## src/rtl/multicycle_controller.sv

```systemverilog
// multicycle_controller: five-stage multicycle RV32 subset controller (R/I/LOAD/STORE) with illegal-opcode trap
module multicycle_controller #(
    parameter int RETIRE_W = 16
) (
    input  logic                clk,
    input  logic                rst,
    input  logic [6:0]          opcode,
    input  logic                imem_ready,
    input  logic                dmem_ready,
    output logic                imem_req,
    output logic                ir_write,
    output logic                pc_write,
    output logic                dmem_read,
    output logic                dmem_write,
    output logic                reg_write,
    output logic                mem_to_reg,
    output logic                alu_src,
    output logic [2:0]          alu_op,
    output logic [2:0]          state,
    output logic                retire,
    output logic [RETIRE_W-1:0] retired_cnt,
    output logic                trap
);
    localparam logic [2:0] FETCH = 3'd0, DECODE = 3'd1, EXECUTE = 3'd2, MEM = 3'd3, WB = 3'd4, TRAP = 3'd5;
    localparam logic [1:0] C_R = 2'd0, C_I = 2'd1, C_LD = 2'd2, C_ST = 2'd3;
    logic [2:0]          r_state, w_next;
    logic [1:0]          r_cls, w_cls;
    logic                w_legal;
    logic [RETIRE_W-1:0] r_cnt;
    always_ff @(posedge clk or posedge rst) begin
        if (rst) begin
            r_state <= FETCH;
            r_cls   <= C_R;
            r_cnt   <= '0;
        end else begin
            r_state <= w_next;
            if (r_state == DECODE && w_legal) r_cls <= w_cls;
            if (retire) r_cnt <= r_cnt + RETIRE_W'(1);
        end
    end
    always_comb begin
        w_legal = 1'b1;
        w_cls   = r_cls;
        case (opcode)
            7'b0110011: w_cls = C_R;
            7'b0010011: w_cls = C_I;
            7'b0000011: w_cls = C_LD;
            7'b0100011: w_cls = C_ST;
            default:    w_legal = 1'b0;
        endcase
    end
    // class bit 1 marks the memory-accessing classes (LOAD/STORE)
    always_comb begin
        w_next = FETCH;
        case (r_state)
            FETCH:   w_next = imem_ready ? DECODE : FETCH;
            DECODE:  w_next = w_legal ? EXECUTE : TRAP;
            EXECUTE: w_next = r_cls[1] ? MEM : WB;
            MEM:     w_next = !dmem_ready ? MEM : (r_cls == C_LD ? WB : FETCH);
            WB:      w_next = FETCH;
            TRAP:    w_next = TRAP;
            default: w_next = FETCH;
        endcase
    end
    always_comb begin
        imem_req   = 1'b0;
        ir_write   = 1'b0;
        pc_write   = 1'b0;
        dmem_read  = 1'b0;
        dmem_write = 1'b0;
        reg_write  = 1'b0;
        mem_to_reg = 1'b0;
        alu_src    = 1'b0;
        alu_op     = 3'b000;
        retire     = 1'b0;
        case (r_state)
            FETCH: begin
                imem_req = 1'b1;
                ir_write = imem_ready;
                pc_write = imem_ready;
            end
            EXECUTE: alu_src = r_cls != C_R;
            MEM: begin
                dmem_read  = r_cls == C_LD;
                dmem_write = r_cls == C_ST;
                alu_src    = 1'b1;
                retire     = r_cls == C_ST && dmem_ready;
            end
            WB: begin
                reg_write  = 1'b1;
                mem_to_reg = r_cls == C_LD;
                retire     = 1'b1;
            end
            default: ;
        endcase
        // strobes must fall while reset is held, even before the state register settles
        if (rst) {imem_req, ir_write, pc_write, dmem_read, dmem_write, reg_write, retire} = '0;
    end
    assign state       = r_state;
    assign retired_cnt = r_cnt;
    assign trap        = r_state == TRAP;
endmodule
```

## config.mk

```make
export PLATFORM = sky130hd
export DESIGN_NAME = multicycle_controller
export DESIGN_NICKNAME = d
export VERILOG_FILES = /design/src/rtl/multicycle_controller.sv
export SDC_FILE = /design/constraint.sdc
export NUM_CORES = 1
export LEC_CHECK = 0
export BUFFER_PORTS_ARGS = -buffer_cell sky130_fd_sc_hd__buf_2
export CAP_MARGIN = 15
export CORE_UTILIZATION = 45
export DETAILED_ROUTE_END_ITERATION = 6
export HOLD_SLACK_MARGIN = 0.1
export PLACE_DENSITY = 0.78
export SLEW_MARGIN = 15
export SYNTH_ARGS = -nofsm -noshare
export SYNTH_HDL_FRONTEND = slang
export SYNTH_SLANG_ARGS = --single-unit
```

## constraint.sdc

```tcl
create_clock -name clk -period 1.94 [get_ports clk]
set_input_delay 0.291 -clock clk [delete_from_list [all_inputs] [get_ports clk]]
set_output_delay 0.291 -clock clk [all_outputs]
set_load 0.005 [all_outputs]
```

==> impl_table.tex, run 1 <==
\begin{tabular}{lr}
\hline
Metric & Value \\
\hline
\multicolumn{2}{l}{\textbf{Yosys}} \\
\quad Count of distinct cell types in the synthesized netlist & 32 \\
\quad Synth Area in Compound Gates & 2.688\% \\
\quad Synthesized area per cell & 10.87 sq um \\
\quad Cell area after technology mapping & 1164 sq um \\
\quad Number of instances in the synthesized netlist & 107 \\
\quad Fraction of synthesized area in multiplexers & 1.828\% \\
\quad Combinational family with the most area after synthesis & simple AND/OR/NAND/NOR gates \\
\quad Yosys warning total & 0 \\
\quad Synthesized-area fraction occupied by and/or/nand/nor cells & between 20 and 30\% \\
\quad Fraction of synthesized cell area in xor and xnor cells & 12.04\% \\
\quad Sequential area share after synthesis & 45.16\% \\
\quad FF+latch count, synth & 21 \\
\quad Synthesized-area fraction occupied by adder cells & 1.075\% \\
\multicolumn{2}{l}{\textbf{GRT}} \\
\quad Global routing met2 resource utilization & 31.86\% \\
\quad Met1 track demand over resource & approximately 24\% \\
\quad Global routing's busiest layer & met2 \\
\quad Global-route wire length before repair & between 3000 and 4000 um \\
\quad Largest net degree at the start of global routing & 22 \\
\quad Tot GR Track Use & 19.15\% \\
\quad M3 GR Usage & 6.322\% \\
\quad Antenna violations before repair & 0 \\
\quad Overflow left after global routing & 0 \\
\quad Number of global-route vias before repair & 827 \\
\multicolumn{2}{l}{\textbf{Setup path}} \\
\quad End of the worst register-to-register path & retired\_cnt[1]\$\_DFFE\_PP0P\_ \\
\quad Reg2reg setup slack & 0.23 ns \\
\quad Reg2Reg Depth & 5 \\
\quad Arr. time, crit path & 1.59 ns \\
\quad Critical path endpoint category & output pin \\
\quad Required time of the critical path & roughly 1.7 ns \\
\quad Type of the worst setup path & register to output pin \\
\quad Beginning of the worst register-to-register path & state[2]\$\_DFF\_PP0\_ \\
\quad Critical Path Fanout Max & 10 \\
\quad Worst setup SP type & register \\
\multicolumn{2}{l}{\textbf{STA}} \\
\quad Max Clock Freq & 0.5328 GHz \\
\quad Sum of negative setup slack & 0 ns \\
\quad Hold Violations, Final & 0 \\
\quad Final worst path period need & approximately 1.9 ns \\
\quad Final setup violating endpoints & 0 \\
\quad Final count of pins violating max slew & 0 \\
\quad Post-route clock period utilization & 96.74\% \\
\quad Setup clock skew after layout & $\sim$0.005 ns \\
\multicolumn{2}{l}{\textbf{Power and ir drop}} \\
\quad Worst vdd rail ir drop & between 0.7 and 0.8 mV \\
\quad Leakage power of the design & 0.0007774 uW \\
\quad Total power density per cell area & 946.9 nW/um\^{}2 \\
\multicolumn{2}{l}{\textbf{Floorplanning}} \\
\quad Horizontal die dimension & 52.85 um \\
\quad Number of rows in the core area & 18 \\
\quad Die outline height & 52.85 um \\
\quad Die footprint & 2793 sq um \\
\quad Number of I/O pins & 43 \\
\quad Area of the core region & 2455 sq um \\
\quad Starting utilization of the core area & 47.40\% \\
\multicolumn{2}{l}{\textbf{Min path}} \\
\quad Hold path startpoint & opcode[4] \\
\quad Type of the worst min-delay path & primary input to register \\
\quad Hold path endpoint & r\_cls[1]\$\_DFFE\_PP0P\_ \\
\quad WHS Path Cells & 2 \\
\multicolumn{2}{l}{\textbf{Cells and area}} \\
\quad Share of final-layout standard cells stronger than drive strength 1 & about two fifths \\
\quad Number of inserted diodes & 0 \\
\quad Synthesis-to-layout area growth & 26.13\% \\
\quad Post-layout util & 59.79\% \\
\quad Number of fill cells in the layout & 207 \\
\quad Nets@finish & 169 \\
\multicolumn{2}{l}{\textbf{Routing}} \\
\quad Iteration-0 DRC count of the detailed router & 22 \\
\quad Detailed Routing Iterations Pass 1 & 4 \\
\quad Final WL & between 2000 and 3000 um \\
\quad Drt wl/cell & approximately 14 um \\
\quad Final ANT Viol Nets & 0 \\
\quad Average via count per standard cell & 5.280 \\
\quad DR vias & 982 \\
\quad Detailed-route DRC error count & 0 \\
\multicolumn{2}{l}{\textbf{Clock tree}} \\
\quad Root buf cell & sky130\_fd\_sc\_hd\_\_clkbuf\_4 \\
\quad Buffer depth of the longest clock path & 2 \\
\quad Clk sink count & 21 \\
\quad Clock tree from TritonCTS & built \\
\quad Cts bufs inserted & 3 \\
\quad Worst-path clk slew & 0.11 ns \\
\quad Count of H-tree levels built during CTS & 1 \\
\quad Clock latency on the worst-skew pair & between 0.3 and 0.4 ns \\
\multicolumn{2}{l}{\textbf{Place}} \\
\quad Gpl congestion & 0.7690 \\
\quad Port Buffer Count & 39 \\
\quad Detailed-placement wirelength estimate & 1804 um \\
\multicolumn{2}{l}{\textbf{Flow run}} \\
\quad Number of violations of the max-capacitance limit & 0 \\
\multicolumn{2}{l}{\textbf{Run status}} \\
\quad Status & finished clean \\
\hline
\end{tabular}
cell usage after synthesis, drive strengths merged:
| cell type | instances | share of area (%) |
|---|---|---|
| nand2b | 3 | 1.6 |
| and3 | 7 | 3.8 |
| a41o | 1 | 0.86 |
| xnor2 | 15 | 11 |
| mux2i | 1 | 0.86 |
| or4b | 1 | 0.86 |
| buf | 9 | 7.1 |
| mux2 | 1 | 0.97 |
| nor3 | 2 | 0.86 |
| inv | 2 | 0.65 |
| nand4 | 8 | 5.4 |
| a31oi | 1 | 0.54 |
| xor2 | 1 | 0.75 |
| nor2b | 1 | 0.54 |
| and4 | 2 | 1.5 |
| nand3 | 8 | 5.6 |
| nor2 | 3 | 0.97 |
| dfrtp | 21 | 45 |
| nor4 | 3 | 1.6 |
| o21ai | 3 | 1.3 |
| nor4b | 1 | 1.3 |
| conb | 1 | 0.32 |
| and4bb | 1 | 1.1 |
| and2 | 4 | 2.2 |
| nand2 | 6 | 1.9 |
| ha | 1 | 1.1 |
power by group:
group | switching, uW | total, uW | internal (uW)
Clock | 136 | 217 | 80.4
Combinational | 258 | 536 | 279
Sequential | 118 | 637 | 519
Total | 512 | 1390 | 878
critical path: stages, from the launching register on:
cell and delay (ns):
sky130_fd_sc_hd__dfrtp_2 0.49, sky130_fd_sc_hd__and4bb_1 0.24, sky130_fd_sc_hd__a41o_1 0.27, sky130_fd_sc_hd__buf_8 0.15, sky130_fd_sc_hd__buf_2 0.12
area by class of cell:
type | count | area [sq um] | share of cell area, %
sequential | 21 | 529.3 | 36.06
timing repair buffer | 52 | 302.8 | 20.63
clock buffer | 4 | 26.28 | 1.790
multi-input combinational | 77 | 564.3 | 38.45
tap | 30 | 37.54 | 2.558
inverter | 2 | 7.507 | 0.5115
worst max-delay path by stage:
stage	from	slack, ns	endpoint	depth (start not counted)
2_1_floorplan	state[0]$_DFF_PP0_	0.38	retired_cnt[10]$_DFFE_PP0P_	7
3_3_place_gp	state[0]$_DFF_PP0_	0.32	retired_cnt[1]$_DFFE_PP0P_	4
3_5_place_dp	state[0]$_DFF_PP0_	0.23	retired_cnt[1]$_DFFE_PP0P_	4
4_1_cts	state[2]$_DFF_PP0_	0.01	retire	4
5_1_grt	state[2]$_DFF_PP0_	-0.02	retire	4
6_report	state[1]$_DFF_PP0_	0.06	retire	4
sequential cells by signal (all words and copies together) (netlist names):
name and flops:
state 3, retired_cnt 16, r_cls 2
routing by layer:
metal | share of wire [%] | vias up | wire length [um]
li1 | - | 465 | -
met1 | 42 | 477 | 1131
met2 | 52 | 36 | 1391
met3 | 5.2 | 4 | 139
met4 | 1.1 | 0 | 30
met5 | 0 | - | 0
layout by cell type, fill, tap and decap left out, types with 4 or more instances in the layout:
cell / instances
sky130_fd_sc_hd__and2_1: 4
sky130_fd_sc_hd__buf_4: 11
sky130_fd_sc_hd__nand4_1: 6
sky130_fd_sc_hd__nand2_1: 6
sky130_fd_sc_hd__nand3_2: 5
sky130_fd_sc_hd__xnor2_1: 15
sky130_fd_sc_hd__dfrtp_1: 18
sky130_fd_sc_hd__and3_1: 7
sky130_fd_sc_hd__buf_2: 39
cell families after synthesis:
group,count (synthesis)
compound gates,5
fa+ha+maj,1
flops,21
buf+inv,11
xor+xnor,16
mux,2
other cells,1
simple gates,50
through the flow:
stage	total power [uW]	worst slack [ns]	instances	hold slack (ns)	instance area (sq um)
detailed placement	1047	0.2258	171	0.3909	1336
global placement	1028	0.3170	171	0.3785	1336
floorplan	930.8	0.3845	109	0.2675	1171
global route	1474	-0.02428	186	0.1715	1468
CTS	1274	0.009502	176	0.1625	1380
finish	1390	0.06326	186	0.1698	1468
timing repair:
item,CTS,global route
gates cloned,0,0
endpoints found under the setup margin,1,1
hold buffers,1,0
buffers inserted,0,10
gates resized for setup,4,2
pin swaps,0,1
hold endpoints to repair,21,0
Note: power is estimated with default switching activity, not from simulation.
==> inputs of run 2 (changes only) <==
- CTS_BUF_LIST: unset -> sky130_fd_sc_hd__clkbuf_2
- PLACE_DENSITY: 0.78 -> 0.81
- clock period: 1.94 -> 1.7 ns (I/O delays scaled with it)
==> run 2 against run 1 <==
The flow now finishes with violations (setup timing). Clock power fell by 4%. Die area is the same. Sequential power is 9.7% higher. Utilization is 2.6 points higher. Flip-flop and latch count unchanged. Power grew 14%. Combinational power increased by 27%. Hold slack better by 0.0075 ns. Critical endpoint is now imem_req. Largest cell class unchanged.
==> impl_table.tex, run 2 (synthesis results as in run 1) <==
\begin{tabular}{lr}
\hline
Metric & Value \\
\hline
\multicolumn{2}{l}{\textbf{Routing}} \\
\quad Detailed-route DRC error count & 0 (unchanged) \\
\quad Drt wl/cell & 13.04 um (-9.9\%) \\
\quad DR vias & 981 (-0.10\%) \\
\quad Average via count per standard cell & 5.190 (-1.7\%) \\
\quad Final ANT Viol Nets & 0 (unchanged) \\
\quad Final WL & 2464 um (-8.5\%) \\
\quad Iteration-0 DRC count of the detailed router & 13 (-41\%) \\
\quad Detailed Routing Iterations Pass 1 & 6 (+2) \\
\multicolumn{2}{l}{\textbf{Power and ir drop}} \\
\quad Sw frac & 37.80\% (+0.95 points) \\
\quad Proportion of power drawn by the clock network & 13.2\% (-2.4 points) \\
\quad Worst vdd rail ir drop & 0.7389 mV (-3.1\%) \\
\quad Logic gate share of total power & 42.8\% (+4.2 points) \\
\quad Internal power contribution & 987.0 uW (+12\%) \\
\quad Switching pwr & 599.7 uW (+17\%) \\
\quad Leakage power of the design & 0.0008094 uW (+4.1\%) \\
\quad Proportion of power drawn by flip-flops and latches & 44.1\% (-1.7 points) \\
\quad Total power density per cell area & 1036 nW/um\^{}2 (+9.4\%) \\
\multicolumn{2}{l}{\textbf{Floorplanning}} \\
\quad Number of rows in the core area & 18 (unchanged) \\
\quad Horizontal die dimension & 52.85 um (unchanged) \\
\quad Area of the core region & 2455 sq um (unchanged) \\
\quad Die outline height & 52.85 um (unchanged) \\
\quad Die footprint & 2793 sq um (unchanged) \\
\quad Starting utilization of the core area & 47.40\% (unchanged) \\
\quad Number of I/O pins & 43 (unchanged) \\
\multicolumn{2}{l}{\textbf{STA}} \\
\quad Final setup violating endpoints & 3 (+3) \\
\quad Unrepaired setup endpoints after global routing & yes \\
\quad Hold Violations, Final & 0 (unchanged) \\
\quad Final worst path period need & 1.766 ns \\
\quad Final count of pins violating max slew & 0 (unchanged) \\
\quad Worst Slack Setup Final & -0.06569 ns (-0.1289 ns) \\
\quad Setup clock skew after layout & 0.01256 ns (+0.007580 ns) \\
\quad Post-route clock period utilization & 103.9\% \\
\quad Max Clock Freq & 0.5664 GHz \\
\quad Worst hold slack after final layout & 0.1774 ns (+0.007536 ns) \\
\multicolumn{2}{l}{\textbf{Clock tree}} \\
\quad Root buf cell & sky130\_fd\_sc\_hd\_\_clkbuf\_2 \\
\quad Clock tree from TritonCTS & built \\
\quad Count of H-tree levels built during CTS & 1 (unchanged) \\
\quad Clock latency on the worst-skew pair & 0.34 ns (+0.03 ns) \\
\quad Cts bufs inserted & 3 (unchanged) \\
\quad Worst-path clk slew & 0.18 ns (+0.07 ns) \\
\quad Clk sink count & 21 (unchanged) \\
\quad Buffer depth of the longest clock path & 2 (unchanged) \\
\multicolumn{2}{l}{\textbf{Setup path}} \\
\quad Worst setup SP type & register \\
\quad Type of the worst setup path & register to output pin \\
\quad Maximum single-stage delay on the critical path & 0.46 ns (-0.03 ns) \\
\quad Standard cell with the maximum stage delay on the critical path & sky130\_fd\_sc\_hd\_\_dfrtp\_1 \\
\quad Series of cell instances along the critical path & buf\_4, nor4\_1, buf\_2 \\
\quad Arr. time, crit path & 1.51 ns (-0.08 ns) \\
\quad Family of cells with the greatest summed delay on the critical path & flip-flops \\
\quad Critical Path Fanout Max & 10 (unchanged) \\
\quad Required time of the critical path & 1.44 ns (-0.21 ns) \\
\quad Critical path endpoint category & output pin \\
\quad Buf+Inv Stages, Crit Path & 2 (unchanged) \\
\multicolumn{2}{l}{\textbf{GRT}} \\
\quad Tot GR Track Use & 19.17\% (+0.026 points) \\
\quad Largest net degree at the start of global routing & 22 (unchanged) \\
\quad Antenna violations before repair & 0 (unchanged) \\
\quad Global-route wire length before repair & 3864 um (+0.91\%) \\
\quad Number of global-route vias before repair & 903 (+9.2\%) \\
\quad Overflow left after global routing & 0 (unchanged) \\
\multicolumn{2}{l}{\textbf{Cells and area}} \\
\quad Most common cell after layout, fill and taps aside & sky130\_fd\_sc\_hd\_\_buf\_2 \\
\quad Leading cell types in the layout, fill and taps excluded & sky130\_fd\_sc\_hd\_\_buf\_2 (37), sky130\_fd\_sc\_hd\_\_dfrtp\_1 (20), sky130\_fd\_sc\_hd\_\_xnor2\_1 (15) \\
\quad Nets@finish & 172 (+1.8\%) \\
\quad Number of inserted diodes & 0 (unchanged) \\
\quad Flip-flop count of the largest register after layout & 16 (unchanged) \\
\quad Share of final-layout standard cells stronger than drive strength 1 & 45.28\% (+3.6 points) \\
\quad Synthesis-to-layout area growth & 31.61\% \\
\multicolumn{2}{l}{\textbf{Place}} \\
\quad Worst slack at placement & 0.1241 ns (-0.1017 ns) \\
\quad Port Buffer Count & 39 (unchanged) \\
\quad Gpl congestion & 0.8678 (+13\%) \\
\quad Detailed-placement wirelength estimate & 1695 um (-6.0\%) \\
\multicolumn{2}{l}{\textbf{Run status}} \\
\quad Violated checks & setup timing \\
\quad Status & complete, but fails checks \\
\multicolumn{2}{l}{\textbf{Min path}} \\
\quad Type of the worst min-delay path & primary input to register \\
\multicolumn{2}{l}{\textbf{Flow run}} \\
\quad Number of violations of the max-capacitance limit & 0 (unchanged) \\
\hline
\end{tabular}
run 2: power groups by stage:
stage                     Sequential, uW  Combinational [uW]  Clock (uW)
after floorplan                      699                 363           0
after global placement               697                 520           0
after detailed placement             707                 530           0
after CTS                            685                 617         217
after global routing                 715                 747         239
final                                699                 679         209
run 2: final timing paths:
path,startpoint,end,slack [ns],depth (start not counted)
max reg2reg,state[2]$_DFF_PP0_,retired_cnt[11]$_DFFE_PP0P_,0.14,6
max,state[0]$_DFF_PP0_,imem_req,-0.07,3
min reg2reg,retired_cnt[15]$_DFFE_PP0P_,retired_cnt[15]$_DFFE_PP0P_,0.48,1
max in group asynchronous,rst,r_cls[0]$_DFFE_PP0P_,0.94,4
min in group asynchronous,rst,retired_cnt[4]$_DFFE_PP0P_,0.52,4
min,opcode[5],r_cls[0]$_DFFE_PP0P_,0.18,3
run 2: cell type report:
cell class                      count  area [sq um]
Tap cell                           30         37.54
Sequential cell                    21         526.8
Fill cell                         190         923.4
Clock buffer                        3         15.01
Clock inverter                      1         5.005
Multi-Input combinational cell     77         599.3
Inverter                            2         7.507
Timing Repair Buffer               55         340.3
run 2: tightest hold or removal path: cells and delay by family:
family                    cells  cell delay, ns
xor gates and xnor gates      1            0.10
buffers and inverters         1            0.08
AOI/OAI and AO/OA             1            0.06
run 2: what timing repair did:
action,4_1_cts,5_1_grt
gates resized for setup,4,10
pin swaps,2,4
cloned,0,0
setup endpoints to repair,4,10
endpoints found under the hold margin,22,0
setup buffers,7,2
hold buffers,2,0
run 2: layer usage:
| metal | vias to the layer above | track usage (%) | part of all wire, % | wire length (um) |
|---|---|---|---|---|
| li1 | 480 | - | - | - |
| met1 | 462 | 23.56 | 43 | 1061 |
| met2 | 30 | 31.22 | 50 | 1226 |
| met3 | 9 | 3.161 | 3.9 | 95 |
| met4 | 0 | 11.40 | 3.3 | 81 |
| met5 | - | 0 | 0 | 0 |
run 2: through the flow:
step / instance area [sq um] / power (uW) / setup TNS (ns) / utilization, % / instances
global route: 1531 / 1701 / -0.7798 / 62.39 / 189
detailed placement: 1366 / 1238 / 0 / 55.66 / 175
global placement: 1366 / 1217 / 0 / 55.66 / 175
floorplan: 1171 / 1062 / 0 / - / 109
finish: 1531 / 1587 / -0.1064 / 62.39 / 189
CTS: 1478 / 1519 / -0.04450 / 60.19 / 188
==> inputs of run 3 (changes only) <==
==> constraint.sdc (replaced) <==
create_clock -name clk -period 1.7 [get_ports clk]
set_input_delay 0.34 -clock clk [delete_from_list [all_inputs] [get_ports clk]]
set_output_delay 0.34 -clock clk [all_outputs]
set_load 0.005 [all_outputs]
==> run 3 against run 2 <==
The run still ends with setup timing left. Sequential share of layout area rose by 0.31 points. Die area stayed put. Clock-buffer cell count rose by 1. Clock skew is 0.0047 ns higher. Cell count decreased by 1.1%. Power rose by 1.9%. Via count decreased by 0.20%. Clock power grew 2%. Critical endpoint is now retire. Largest cell class unchanged.
==> impl_table.tex, run 3 (synthesis results as in run 1) <==
\begin{tabular}{lr}
\hline
Metric & Value \\
\hline
\multicolumn{2}{l}{\textbf{Setup path}} \\
\quad Beginning of the worst register-to-register path & state[2]\$\_DFF\_PP0\_ \\
\quad Reg2reg setup slack & -0.03 ns (-0.17 ns) \\
\quad Type of the worst setup path & register to output pin \\
\quad End of the worst register-to-register path & retired\_cnt[1]\$\_DFFE\_PP0P\_ \\
\quad Critical Path Fanout Max & 4 (-6) \\
\quad Arr. time, crit path & 1.45 ns (-0.06 ns) \\
\quad Critical path endpoint category & output pin \\
\quad Reg2Reg Depth & 4 (-2) \\
\quad Required time of the critical path & 1.36 ns (-0.08 ns) \\
\quad Worst setup SP type & register \\
\multicolumn{2}{l}{\textbf{STA}} \\
\quad Hold Violations, Final & 0 (unchanged) \\
\quad Final setup violating endpoints & 7 (+4) \\
\quad Worst Slack Setup Final & -0.08557 ns (-0.01988 ns) \\
\quad Setup clock skew after layout & 0.01723 ns (+0.004664 ns) \\
\quad Final worst path period need & 1.786 ns (+0.01988 ns) \\
\quad Final count of pins violating max slew & 0 (unchanged) \\
\quad Post-route clock period utilization & 105.0\% (+1.2 points) \\
\quad Sum of negative setup slack & -0.2219 ns (-0.1155 ns) \\
\quad Max Clock Freq & 0.5600 GHz (-1.1\%) \\
\quad Unrepaired setup endpoints after global routing & yes \\
\multicolumn{2}{l}{\textbf{Routing}} \\
\quad Final ANT Viol Nets & 0 (unchanged) \\
\quad Iteration-0 DRC count of the detailed router & 13 (unchanged) \\
\quad Average via count per standard cell & 5.235 (+0.86\%) \\
\quad DR vias & 979 (-0.20\%) \\
\quad Detailed-route DRC error count & 0 (unchanged) \\
\quad Detailed Routing Iterations Pass 1 & 4 (-2) \\
\quad Final WL & 2703 um (+9.7\%) \\
\quad Drt wl/cell & 14.45 um (+11\%) \\
\multicolumn{2}{l}{\textbf{Min path}} \\
\quad Hold path endpoint & r\_cls[1]\$\_DFFE\_PP0P\_ \\
\quad Type of the worst min-delay path & primary input to register \\
\quad Hold path startpoint & opcode[4] \\
\quad WHS Path Cells & 2 (-1) \\
\multicolumn{2}{l}{\textbf{Power and ir drop}} \\
\quad Total power density per cell area & 1065 nW/um\^{}2 (+2.8\%) \\
\quad Leakage power of the design & 0.0008022 uW (-0.89\%) \\
\quad Worst vdd rail ir drop & 0.6537 mV (-12\%) \\
\quad Total Power Consumption & 1616 uW (+1.9\%) \\
\multicolumn{2}{l}{\textbf{GRT}} \\
\quad Antenna violations before repair & 0 (unchanged) \\
\quad Overflow left after global routing & 0 (unchanged) \\
\quad Tot GR Track Use & 20.60\% (+1.4 points) \\
\quad Global-route wire length before repair & 4209 um (+8.9\%) \\
\quad Largest net degree at the start of global routing & 22 (unchanged) \\
\quad Number of global-route vias before repair & 894 (-1.0\%) \\
\multicolumn{2}{l}{\textbf{Cells and area}} \\
\quad Share of final-layout standard cells stronger than drive strength 1 & 43.95\% (-1.3 points) \\
\quad Post-layout util & 61.82\% (-0.56 points) \\
\quad Most common cell after layout, fill and taps aside & sky130\_fd\_sc\_hd\_\_buf\_2 \\
\quad Final Instance Area & 1518 sq um (-0.90\%) \\
\quad Number of inserted diodes & 0 (unchanged) \\
\quad Synthesis-to-layout area growth & 30.43\% \\
\quad Leading cell types in the layout, fill and taps excluded & sky130\_fd\_sc\_hd\_\_buf\_2 (38), sky130\_fd\_sc\_hd\_\_dfrtp\_1 (20), sky130\_fd\_sc\_hd\_\_xnor2\_1 (15) \\
\quad Flip-flop count of the largest register after layout & 16 (unchanged) \\
\quad Nets@finish & 170 (-1.2\%) \\
\multicolumn{2}{l}{\textbf{Clock tree}} \\
\quad Clock tree from TritonCTS & built \\
\quad Buffer depth of the longest clock path & 2 (unchanged) \\
\quad Clock latency on the worst-skew pair & 0.32 ns (-0.02 ns) \\
\quad Worst-path clk slew & 0.19 ns (about the same) \\
\quad Cts bufs inserted & 3 (unchanged) \\
\quad Clk sink count & 21 (unchanged) \\
\quad Count of H-tree levels built during CTS & 1 (unchanged) \\
\quad Root buf cell & sky130\_fd\_sc\_hd\_\_clkbuf\_2 \\
\multicolumn{2}{l}{\textbf{Place}} \\
\quad Port Buffer Count & 39 (unchanged) \\
\quad Detailed-placement wirelength estimate & 1824 um (+7.6\%) \\
\quad Gpl congestion & 0.8371 (-3.5\%) \\
\quad Placed inst area & 1371 sq um (+0.37\%) \\
\multicolumn{2}{l}{\textbf{Run status}} \\
\quad Violated checks & setup timing \\
\quad Status & complete, but fails checks \\
\multicolumn{2}{l}{\textbf{Floorplanning}} \\
\quad Number of rows in the core area & 18 (unchanged) \\
\quad Number of I/O pins & 43 (unchanged) \\
\quad Starting utilization of the core area & 47.40\% (unchanged) \\
\quad Area of the core region & 2455 sq um (unchanged) \\
\quad Die outline height & 52.85 um (unchanged) \\
\quad Horizontal die dimension & 52.85 um (unchanged) \\
\quad Die footprint & 2793 sq um (unchanged) \\
\multicolumn{2}{l}{\textbf{Flow run}} \\
\quad Number of violations of the max-capacitance limit & 0 (unchanged) \\
\hline
\end{tabular}
==> run 3: through the flow <==
| step | std cells | worst slack [ns] | hold WS, ns |
|---|---|---|---|
| floorplan | 109 | 0.1277 | 0.3165 |
| global placement | 174 | 0.1018 | 0.4252 |
| detailed placement | 174 | 0.07942 | 0.4307 |
| CTS | 185 | -0.1127 | 0.1968 |
| global route | 187 | -0.1914 | 0.1888 |
| finish | 187 | -0.08557 | 0.2044 |
==> run 3: how the worst max path moves through the flow <==
| stage | start | to | depth (start not counted) |
|---|---|---|---|
| after floorplan | state[0]$_DFF_PP0_ | retire | 5 |
| after global placement | rst | retire | 5 |
| after detailed placement | rst | retire | 5 |
| after CTS | state[0]$_DFF_PP0_ | retire | 4 |
| after global routing | state[2]$_DFF_PP0_ | retire | 3 |
| final | state[2]$_DFF_PP0_ | retire | 3 |
==> run 3: cell type report <==
type                    count  area, sq um
flip-flops and latches     21        526.8
fillers                   197        937.1
repair buffers             53        316.6
well taps                  30        37.54
inverters                   2        7.507
clock buffers               4        20.02
multi-input cells          77        609.3
==> run 3: per-layer routing <==
| layer | GRT usage [%] | up-vias | part of all wire, % |
|---|---|---|---|
| met3 | 2.586 | 6 | 2.7 |
| met1 | 29.96 | 476 | 44 |
| met5 | 0 | - | 0 |
| met4 | 6.579 | 0 | 2.0 |
| met2 | 31.43 | 23 | 51 |
| li1 | - | 474 | - |
==> run 3: where the power goes <==
group	leakage, uW	internal, uW	switching, uW
clock	0.0000166	62.3	152
sequential	0.000277	588	107
combinational	0.000509	361	347
==> run 3: repair_timing <==
| item | 4_1_cts | 5_1_grt |
|---|---|---|
| setup buffers | 7 | 3 |
| resized for setup | 8 | 4 |
| hold buffers | 1 | 0 |
| pin swaps | 2 | 1 |
| hold endpoints to repair | 21 | 0 |
| endpoints found under the setup margin | 6 | 24 |
==> run 3: critical path, cell delays in order (launching register included) <==
cell and delay, ns:
sky130_fd_sc_hd__dfrtp_1 0.44, sky130_fd_sc_hd__and4bb_1 0.33, sky130_fd_sc_hd__a41o_1 0.25, sky130_fd_sc_hd__buf_6 0.12
